$ cat config.mk
export PLATFORM = sky130hd
export DESIGN_NAME = branch_resolve_unit
export DESIGN_NICKNAME = d
export VERILOG_FILES = /design/src/rtl/branch_resolve_unit.sv
export SDC_FILE = /design/constraint.sdc
export NUM_CORES = 1
export LEC_CHECK = 0
export CORE_AREA = 5 5 141 143
export CTS_BUF_LIST = sky130_fd_sc_hd__clkbuf_4 sky130_fd_sc_hd__clkbuf_8 sky130_fd_sc_hd__clkbuf_16
export DETAILED_ROUTE_END_ITERATION = 10
export DIE_AREA = 0 0 146 148
export GPL_TIMING_DRIVEN = 0
export PLACE_DENSITY_LB_ADDON = 0.15
export SYNTH_ARGS = -nofsm -noshare
export SYNTH_HDL_FRONTEND = slang
export SYNTH_SLANG_ARGS = --single-unit
$ cat constraint.sdc
create_clock -name clk -period 8.1 [get_ports clk]
set_clock_uncertainty 0.15 [all_clocks]
set_input_delay 2.025 -clock clk [delete_from_list [all_inputs] [get_ports clk]]
set_output_delay 2.025 -clock clk [all_outputs]
set_load 0.02 [all_outputs]
$ cat src/rtl/branch_resolve_unit.sv
`default_nettype none
// ============================================================================
//  Module      : branch_resolve_unit
//  Description : Resolves conditional branches, jal and jalr against a PC
//                delayed to line up with the decode strobes. It produces a
//                registered redirect (enable, target, link) one edge after
//                the strobe.
//                Optional feature macro: JB_MISALIGN_EXC_EN. In byte mode it
//                flags taken targets that are not word aligned and suppresses
//                the redirect.
//  Revision    : 1.0  initial release
// ============================================================================
module branch_resolve_unit #(
  parameter int XLEN         = 32,
  parameter int PC_DELAY     = 3,
  parameter int PC_WORD_ADDR = 1
) (
  input  logic            clk,
  input  logic            reset_n,
  input  logic [XLEN-1:0] pc,
  input  logic [XLEN-1:0] src1_value,
  input  logic [XLEN-1:0] src2_value,
  input  logic [XLEN-1:0] imm,
  input  logic            beq,
  input  logic            bne,
  input  logic            blt,
  input  logic            bge,
  input  logic            bltu,
  input  logic            bgeu,
  input  logic            jal,
  input  logic            jalr,
  input  logic            stall,
  input  logic            flush,
  output logic            jb_enable,
  output logic [XLEN-1:0] jb_target_pc,
  output logic [XLEN-1:0] jb_link,
  output logic            misalign_exc
);

  // --------------------------------------------------------------------------
  // PC delay line: entry 0 is the newest, entry PC_DELAY-1 is the oldest (D).
  // --------------------------------------------------------------------------
  logic [XLEN-1:0] pc_dly_q [PC_DELAY];
  logic [XLEN-1:0] w_d_pc;

  assign w_d_pc = pc_dly_q[PC_DELAY-1];

  // Shift the fetch PC in on every non-stalled edge.
  always_ff @(posedge clk or negedge reset_n) begin
    if (!reset_n) begin
      for (int i = 0; i < PC_DELAY; i++) begin
        pc_dly_q[i] <= '0;
      end
    end else if (!stall) begin
      pc_dly_q[0] <= pc;
      for (int i = 1; i < PC_DELAY; i++) begin
        pc_dly_q[i] <= pc_dly_q[i-1];
      end
    end
  end

  // --------------------------------------------------------------------------
  // Comparators shared by all conditional branches.
  // --------------------------------------------------------------------------
  logic w_eq;
  logic w_lt_s;
  logic w_lt_u;

  assign w_eq   = (src1_value == src2_value);
  assign w_lt_s = ($signed(src1_value) < $signed(src2_value));
  assign w_lt_u = (src1_value < src2_value);

  // --------------------------------------------------------------------------
  // Strobe priority: beq > bne > blt > bge > bltu > bgeu > jal > jalr.
  // Only jalr selects the register-relative target.
  // --------------------------------------------------------------------------
  logic w_taken;
  logic w_sel_jalr;

  // Pick the highest-priority strobe and evaluate its condition.
  always_comb begin
    w_taken    = 1'b0;
    w_sel_jalr = 1'b0;
    if (beq) begin
      w_taken = w_eq;
    end else if (bne) begin
      w_taken = !w_eq;
    end else if (blt) begin
      w_taken = w_lt_s;
    end else if (bge) begin
      w_taken = !w_lt_s;
    end else if (bltu) begin
      w_taken = w_lt_u;
    end else if (bgeu) begin
      w_taken = !w_lt_u;
    end else if (jal) begin
      w_taken = 1'b1;
    end else if (jalr) begin
      w_taken    = 1'b1;
      w_sel_jalr = 1'b1;
    end
  end

  // --------------------------------------------------------------------------
  // Address arithmetic. In word mode the PC counts 32-bit words, so the byte
  // offset is scaled down (keeping its sign) and the jalr byte address is
  // converted to a word address.
  // --------------------------------------------------------------------------
  logic [XLEN-1:0] w_off;
  logic [XLEN-1:0] w_jalr_sum;
  logic [XLEN-1:0] w_jalr_tgt;
  logic [XLEN-1:0] w_br_tgt;
  logic [XLEN-1:0] w_link_inc;
  logic [XLEN-1:0] w_target;
  logic [XLEN-1:0] w_link;
  logic            w_misalign;

  assign w_jalr_sum = src1_value + imm;

  if (PC_WORD_ADDR != 0) begin : g_word
    assign w_off      = $signed(imm) >>> 2;
    assign w_jalr_tgt = (w_jalr_sum & ~XLEN'(1)) >> 2;
    assign w_link_inc = XLEN'(1);
    // Word addresses are always aligned; no exception is possible.
    assign w_misalign = 1'b0;
  end else begin : g_byte
    assign w_off      = imm;
    assign w_jalr_tgt = w_jalr_sum & ~XLEN'(1);
    assign w_link_inc = XLEN'(4);
`ifdef JB_MISALIGN_EXC_EN
    assign w_misalign = w_taken && (w_target[1:0] != 2'b00);
`else
    assign w_misalign = 1'b0;
`endif
  end

  // Branch and jal targets wrap modulo 2^XLEN.
  assign w_br_tgt = w_d_pc + w_off;
  assign w_target = w_sel_jalr ? w_jalr_tgt : w_br_tgt;
  assign w_link   = w_d_pc + w_link_inc;

  // --------------------------------------------------------------------------
  // Output registers.
  // --------------------------------------------------------------------------
  logic            jb_enable_q;
  logic            jb_enable_d;
  logic            misalign_q;
  logic            misalign_d;
  logic [XLEN-1:0] target_q;
  logic [XLEN-1:0] link_q;

  // A misaligned taken target raises the exception instead of redirecting.
  assign jb_enable_d = w_taken && !w_misalign;
  assign misalign_d  = w_misalign;

  // Flush kills the result even while stalled; target/link only follow stall.
  always_ff @(posedge clk or negedge reset_n) begin
    if (!reset_n) begin
      jb_enable_q <= 1'b0;
      misalign_q  <= 1'b0;
      target_q    <= '0;
      link_q      <= '0;
    end else begin
      if (flush) begin
        jb_enable_q <= 1'b0;
        misalign_q  <= 1'b0;
      end else if (!stall) begin
        jb_enable_q <= jb_enable_d;
        misalign_q  <= misalign_d;
      end
      if (!stall) begin
        target_q <= w_target;
        link_q   <= w_link;
      end
    end
  end

  assign jb_enable    = jb_enable_q;
  assign misalign_exc = misalign_q;
  assign jb_target_pc = target_q;
  assign jb_link      = link_q;

endmodule
`default_nettype wire

## After elaboration in Yosys (flattened, before gate mapping)

Cells that the tools add are included.

| operators by class | value |
|---|---|
| magnitude comparators | 2 |
| reductions and logical operators | 3 |
| add/subtract/negate cells | 3 |
| muxes and demuxes | 20 |
| equality and inequality tests | 2 |

Operator list:

| kind | number |
|---|---|
| 32-bit adder | 2 |
| 32-bit < comparator | 2 |
| 32-bit by 1-bit adder with 32-bit output (second input constant) | 1 |
| 32-bit == test | 1 |
| 32-bit 2-to-1 mux | 1 |
| 1-bit 2-to-1 mux | 19 |
| 1-bit zero test | 3 |
| 2-bit by 1-bit != test with 1-bit output (second input constant) | 1 |

| word-level totals | value |
|---|---|
| input port bits | 140 |
| output and inout bits | 66 |
| logic and storage cells | 37 |
| flip-flop bits (word level) | 162 |

## Depth between registers and ports, before layout

Gate-level depths: netlist of the first run.

| logic depth | value |
|---|---|
| word-level depth | 10 |
| mapped depth | 12 |
| depth with buffers taken out | 12 |

## Worst setup path before layout of the first run

No wires, ideal clock.

| timing | value |
|---|---|
| kind | input to register |
| start point | in imm[12] |
| end point | reg target_q[29], in the netlist jb_target_pc[29] |
| arrival time | 4.386 ns |
| buffers on the path | 1 |
| library setup time | 0.104 ns |
| slack | 3.461 ns |
| stages on the path | 11 |
| cells stage by stage | ha_1 -> clkbuf_1 -> a21oi_1 -> o21ai_0 -> a311oi_1 -> a21oi_1 -> o41ai_2 -> o21bai_1 -> a31oi_1 -> mux2_2 -> a221oi_1 |

| on the way | value |
|---|---|
| word-level cells in the longest chain between the ends | 2 |
| elaborated cells between the ends (all ways) | 3 |
| those cells by class | 2 x add/sub; 1 x mux |

RTL lines:

| what | line | RTL |
|---|---|---|
| start: declaration | 23 | `input logic [XLEN-1:0] imm,` |
| 32-bit adder (on tied branches) | 138, 118 |  |
| 32-bit 2-to-1 mux (*) | 139 | `assign w_target = w_sel_jalr ? w_jalr_tgt : w_br_tgt;` |
| end signal: assignment | 172 | `target_q <= w_target;` |
| end: declaration | 149 | `logic [XLEN-1:0] target_q;` |

Mark *: on every way between the ends. The rest lies on a longest branch, timed or not.
A chain may end at the register's enable or synchronous reset.

## Worst setup path after layout of the first run

Same ends and word-level chain as after synthesis.

==> summary.md, run 1 <==
| Metric | Value |
|---|---|
| Status | `finished clean` |
| Mapped cell area | `10300 um^2` |
| Hold-fix buffers, CTS | `0` |
| DIE HEIGHT | `148 um` |
| FP Rows | `50` |
| Synth area leaders | `dfrtp_1 39%, ha_1 11%, mux2_2 11%, xor2_1 4.2%, o21ai_0 3.5%` |
| Syn_nets | `1263` |
| First-pass GRT wire length | `46500 um` |
| Clk pwr share | `0.255` |
| Worst R2R Setup Slack | `4.44 ns` |
| Critical Path Source Type | `input port` |
| Fin crit share | `0.651` |
| Worst hold path class | `register to register` |
| Final setup fails | `0` |
| Initial cell density of the core | `0.559` |
| Cell with the most instances after synthesis | `dfrtp_1` |
| Max Cap Viol | `0` |
| I/O Buffers | `203` |
| Share of cells above drive strength 1 | `0.119` |
| Crit. End Element | `register` |
| Max IR drop VDD | `0.183 mV` |
| Top cells by count, synth | `161 x dfrtp_1, 102 x mux2_2, 94 x ha_1` |
| Reg2reg end | `jb_target_pc[24]` |
| Largest net degree at the start of global routing | `117` |
| Post-synth cell types | `64` |
| Data arrival, critical path | `5.45 ns` |
| Switching share of power | `0.355` |
| HPWL after DPL | `22100 um` |
| Kind of critical path | `input port to register` |
| Static leakage | `5.75 nW` |
| Fin crit period | `5.27 ns` |
| CP startpoint | `imm[12]` |
| # diodes | `0` |
| Worst skew pair latency | `0.43 ns` |
| Setup repair bufs after CTS | `0` |
| Clock-pin slew on the worst setup and hold paths | `0.07 ns` |
| Worst setup endpoint | `jb_target_pc[29]` |
| Cell Pwr Density | `227 nW/um^2` |
| Design Area, Final | `13300 um^2` |
| CTS resizes | `0` |
| FF-to-FF path depth | `12` |
| Final Max Tran Viols | `0` |
| Overall global routing resource usage | `0.265` |
| Sequential share of power | `0.369` |
| RSZ-0062 raised after global routing | `false` |
| Dpl cell area | `12700 um^2` |
| Max Freq | `190 MHz` |
| Final #Nets | `1487` |
| CTS tree | `yes` |
| WL/cell | `18.8 um` |
| Sequential fraction of the synthesis area | `0.390` |
| Longest Clk Path Bufs | `2` |
| Total core area | `18500 um^2` |
| Via count | `8602` |
| Root buffer cell | `clkbuf_16` |
| Biggest area consumer among synthesized cells | `dfrtp_1` |
| CP max FO | `8` |
| Vias in the first global route | `8815` |
| WL final | `28200 um` |
| YS warnings | `0` |
| Slew HR | `0.541` |
| Die W | `146 um` |
| Worst-Margin Slew | `0.688 ns` |
| Congestion Overflow GR | `0` |
| CTS buffer count | `17` |
| Pint | `0.00194 W` |
| IO Pins | `206` |
| Main flop type after synthesis | `dfrtp_1` |
| Clock Sinks | `161` |
| Hold Violations, Final | `0` |
| Post-synth EDFFs | `0` |
| 1st-iter DRT viols | `420` |
| Req. time, crit path | `8.28 ns` |
| Worst r2r src | `w_d_pc[0]` |
| Mean Syn Cell Area | `10.0 um^2` |
| Combinational power share | `0.376` |
| Drt drc | `0` |
| Area growth from synthesis to layout | `28.4%` |
| Async S/R FF share, synth | `1.00` |
| Yosys reg bits | `161` |
| Syn Inst Count | `1028` |
| Pre-Repair DR Iteration Count | `7` |
| RD Place Congestion | `0.922` |
| DIE AREA | `21600 um^2` |
| H-tree depth | `4` |
| Post-route ant nets | `0` |
| Initial antenna violation count | `0` |
| Synth top area share | `0.390` |
| Vias per inst | `5.74` |
| Psw | `0.00107 W` |
| Layout Utilization | `0.718` |
-- per-stage QoR --
stage / hold slack (ns) / setup slack (ns) / setup TNS [ns] / total power [W] / cells
after floorplan: 0.325 / 3.46 / 0 / 0.00177 / 1028
after global placement: 0.311 / -1.72 / -275.20 / 0.00221 / 1465
after detailed placement: 0.321 / 2.45 / 0 / 0.00224 / 1467
after CTS: 0.335 / 2.86 / 0 / 0.00302 / 1499
after global routing: 0.354 / 2.58 / 0 / 0.00318 / 1499
final: 0.336 / 2.83 / 0 / 0.00301 / 1499
-- cell usage in the layout, fill, tap and decap left out, types with 3 or more instances in the layout --
cell type        netlist  routed
a31oi_1                9       9
o31ai_1                8       8
a211oi_1               7       7
clkbuf_1              32      32
dfrtp_1              161     161
and4_1                 4       4
inv_1                 44      44
or2_2                  4       4
buf_1                  3       3
and3_1                10      10
o211ai_1               7       7
a21o_1                32      32
o21ai_1                3       3
nor3b_1                3       3
a211o_1                3       3
nand3_1               20      20
a21oi_1               55      55
xnor2_1               26      26
o21a_1                19      19
xor2_1                49      49
o21bai_1               5       5
o221ai_1               4       4
inv_6                  0       6
ha_1                  94      94
nand2_1               87      87
clkinv_4               0       3
mux2_2               102     102
nand4_1               21      21
nand2b_1              10      10
nor2b_1                9       9
and2_1                 9       9
or3_1                 10      10
nor2_1                37      37
mux2i_1                3       3
clkdlybuf4s50_1        0     202
clkbuf_16              0      17
a311oi_1               3       3
o21ai_0               72      72
a22oi_1                3       3
nor3_1                21      21
-- flip-flops by register name, indices dropped and copies added, names as in the netlist --
signal and cells:
pc_dly_q 64, jb_link 32, jb_target_pc 32, w_d_pc 32, jb_enable 1
-- worst max-delay path, cell delays in order --
cell             delay, ns
clkdlybuf4s50_1       0.46
ha_1                  0.31
clkbuf_1              0.20
a21oi_1               0.27
o21ai_0               0.14
a311oi_1              0.40
a21oi_1               0.17
o41ai_2               0.46
o21bai_1              0.20
a31oi_1               0.26
mux2_2                0.36
a221oi_1              0.19
-- worst min-delay path by stage --
stage                     startpoint                to  cells past startpoint
global route         jb_target_pc[2]   jb_target_pc[2]                      1
finish                    jb_link[2]        jb_link[2]                      2
detailed placement  jb_target_pc[20]  jb_target_pc[20]                      1
floorplan               pc_dly_q[42]        w_d_pc[10]                      1
CTS                 jb_target_pc[20]  jb_target_pc[20]                      1
global placement    jb_target_pc[17]  jb_target_pc[17]                      1
-- power groups by stage --
stage          Combinational (W)  Sequential [W]  Clock, W
3_3_place_gp             0.00109         0.00111         0
4_1_cts                  0.00113         0.00111  0.000780
3_5_place_dp             0.00112         0.00112         0
5_1_grt                  0.00123         0.00113  0.000815
2_1_floorplan           0.000571         0.00120         0
6_report                 0.00113         0.00111  0.000768
-- per-layer routing --
| layer | vias up | wire length, um | GRT usage |
|---|---|---|---|
| met3 | 45 | 1960 | 0.0653 |
| met2 | 279 | 13200 | 0.440 |
| met5 | - | 0 | 0 |
| met4 | 0 | 663 | 0.0786 |
| met1 | 4078 | 12400 | 0.348 |
| li1 | 4200 | - | - |
-- cell type report --
class / instances / area, um^2
Multi-Input combinational cell: 786 / 5990
Fill cell: 1404 / 5200
Sequential cell: 161 / 4030
Timing Repair Buffer: 205 / 2070
Clock buffer: 19 / 447
Tap cell: 234 / 293
Inverter: 45 / 169
Buffer: 36 / 139
Clock inverter: 13 / 114
-- kinds of logic (layout without fill, tap and decap cells) --
| group | count (synthesis) | after routing | share of synthesized area |
|---|---|---|---|
| AO/OA/AOI/OAI | 256 | 256 | 0.164 |
| buffers and inverters | 81 | 318 | 0.0298 |
| XOR/XNOR | 75 | 75 | 0.0637 |
| other | 1 | 1 | 0.000363 |
| flip-flops | 161 | 161 | 0.390 |
| AND/OR/NAND/NOR | 254 | 254 | 0.121 |
| adder cells (fa/ha/maj) | 95 | 95 | 0.116 |
| multiplexers | 105 | 105 | 0.114 |
Power figures use the tool's default switching activity.
==> run 2, diff against run 1 <==
Settings changed: CORE_AREA 5 5 141 143 to 5 5 146 148, DIE_AREA 0 0 146 148 to 0 0 151 153.
Clock period 8.1 ns to 5.16 ns, I/O delays scaled along.
==> run 2 against run 1 <==
Compared with the run above: via count up 0.35%; sequential power up 57%; critical path depth unchanged; final cell count up 2.4%; register-to-register slack worse by 2.9 ns; die area up 6.9%; largest power group unchanged; non-clock buffer count unchanged; clock-buffer cell count unchanged.
==> summary.md, run 2 (same netlist as run 1, synthesis figures left out) <==
| Metric | Value |
|---|---|
| Final #Nets | `1487` |
| Max Freq | `219 MHz` |
| GR Layer Usage met1 | `0.324` |
| Via count | `8632` |
| RSZ-0062 raised after global routing | `false` |
| Kind of critical path | `input port to register` |
| Fillers | `1637` |
| Final worst slack | `0.591 ns` |
| Max reg flops | `64` |
| Met3 Resource Use GR | `0.0500` |
| Worst hold path class | `register to register` |
| Fin crit period | `4.57 ns` |
| Root buffer cell | `clkbuf_16` |
| Biggest register | `pc_dly_q` |
| FP Rows | `52` |
| Largest net degree at the start of global routing | `89` |
| Vias per inst | `5.62` |
| Clock-pin slew on the worst setup and hold paths | `0.07 ns` |
| Share of cells above drive strength 1 | `0.119` |
| I/O Buffers | `203` |
| RD Place Congestion | `0.918` |
| DIE AREA | `23100 um^2` |
| Drt drc | `0` |
| Overall global routing resource usage | `0.244` |
| Dpl cell area | `12700 um^2` |
| Post-route ant nets | `0` |
| Data arrival, critical path | `4.75 ns` |
| Req. time, crit path | `5.34 ns` |
| First-pass GRT wire length | `44700 um` |
| Area growth from synthesis to layout | `29.3%` |
| Static leakage | `5.77 nW` |
| 1st-iter DRT viols | `409` |
| Crit. End Element | `register` |
| Initial antenna violation count | `0` |
| CTS resizes | `0` |
| Hold_ws | `0.333 ns` |
| Max IR drop VDD | `0.242 mV` |
| Grt met2 use | `0.400` |
| Fin crit share | `0.885` |
| Cell Pwr Density | `362 nW/um^2` |
| Pre-Repair DR Iteration Count | `4` |
| Slew HR | `0.515` |
| Commonest non-fill, non-tap cell in the layout | `clkdlybuf4s50_1` |
| Die W | `151 um` |
| Final setup fails | `0` |
| Clock Sinks | `161` |
| CTS buffer count | `17` |
| Most frequent cells in the layout | `202 x clkdlybuf4s50_1, 161 x dfrtp_1, 102 x mux2_2` |
| Setup repair bufs after CTS | `0` |
| Hold Violations, Final | `0` |
| DIE HEIGHT | `153 um` |
| Hold-fix buffers, CTS | `0` |
| IO Pins | `206` |
| Worst-Margin Slew | `0.727 ns` |
| Initial cell density of the core | `0.518` |
| # diodes | `0` |
| Total core area | `19900 um^2` |
| Max Cap Viol | `0` |
| Worst skew pair latency | `0.43 ns` |
| Status | `finished clean` |
| Longest Clk Path Bufs | `2` |
| Final Max Tran Viols | `0` |
| Vias in the first global route | `8683` |
| DP Worst Slack | `0.255 ns` |
| Layout Utilization | `0.670` |
| Congestion Overflow GR | `0` |
| GR peak layer | `met2` |
| HPWL after DPL | `22400 um` |
| WL/cell | `18.4 um` |
| WL final | `28300 um` |
| CTS tree | `yes` |
| CP max FO | `8` |
| Critical Path Source Type | `input port` |
| Design Area, Final | `13300 um^2` |
| TNS Setup | `0 ns` |
| H-tree depth | `4` |
==> run 2: changes by cell type in the layout (fill, tap and decap cells not counted) <==
| cell | before | now |
|---|---|---|
| clkinv_2 | 1 | 0 |
| inv_8 | 2 | 4 |
| inv_6 | 6 | 5 |
| bufinv_16 | 0 | 2 |
| clkinv_4 | 3 | 1 |
==> run 2: path summary, 6_finish.rpt <==
check	start	to	slack [ns]	cells after the start
max	imm[12]	jb_target_pc[29]	0.59	12
max in group asynchronous	reset_n	jb_target_pc[29]	3.35	2
min	jb_target_pc[3]	jb_target_pc[3]	0.33	1
min in group asynchronous	reset_n	pc_dly_q[68]	0.68	1
min reg2reg	jb_target_pc[3]	jb_target_pc[3]	0.33	1
max reg2reg	w_d_pc[10]	jb_target_pc[29]	1.53	11
==> run 2: report_power, final <==
part	internal [W]	switching [W]
Combinational	0.000873	0.000894
Sequential	0.00152	0.000221
Clock	0.000753	0.000571
Total	0.00315	0.00169
==> run 2: stage by stage <==
stage	power (W)	instances
finish	0.00483	1535
global route	0.00510	1535
CTS	0.00485	1535
detailed placement	0.00352	1503
global placement	0.00347	1501
floorplan	0.00277	1028
==> run 2: worst max-delay path, cell delays in order <==
cell,delay (ns)
clkdlybuf4s50_1,0.48
ha_1,0.32
clkbuf_1,0.20
a21oi_1,0.27
o21ai_0,0.17
a311oi_1,0.41
a21oi_1,0.17
o41ai_2,0.45
o21bai_1,0.18
a31oi_1,0.26
mux2_2,0.37
a221oi_1,0.20
==> run 2: layout make-up <==
class                           instances  area, um^2  share of cell area
Inverter                               45         169              0.0127
Timing Repair Buffer                  205        2070               0.155
Multi-Input combinational cell        786        5990               0.449
Buffer                                 36         139              0.0104
Tap cell                              270         338              0.0253
Clock inverter                         13         165              0.0124
Sequential cell                       161        4030               0.302
Clock buffer                           19         447              0.0335
==> run 2: metal layers <==
layer / vias up / part of all wire
met4: 0 / 0.021
met3: 43 / 0.068
met2: 246 / 0.47
li1: 4189 / -
met1: 4154 / 0.44
met5: - / 0
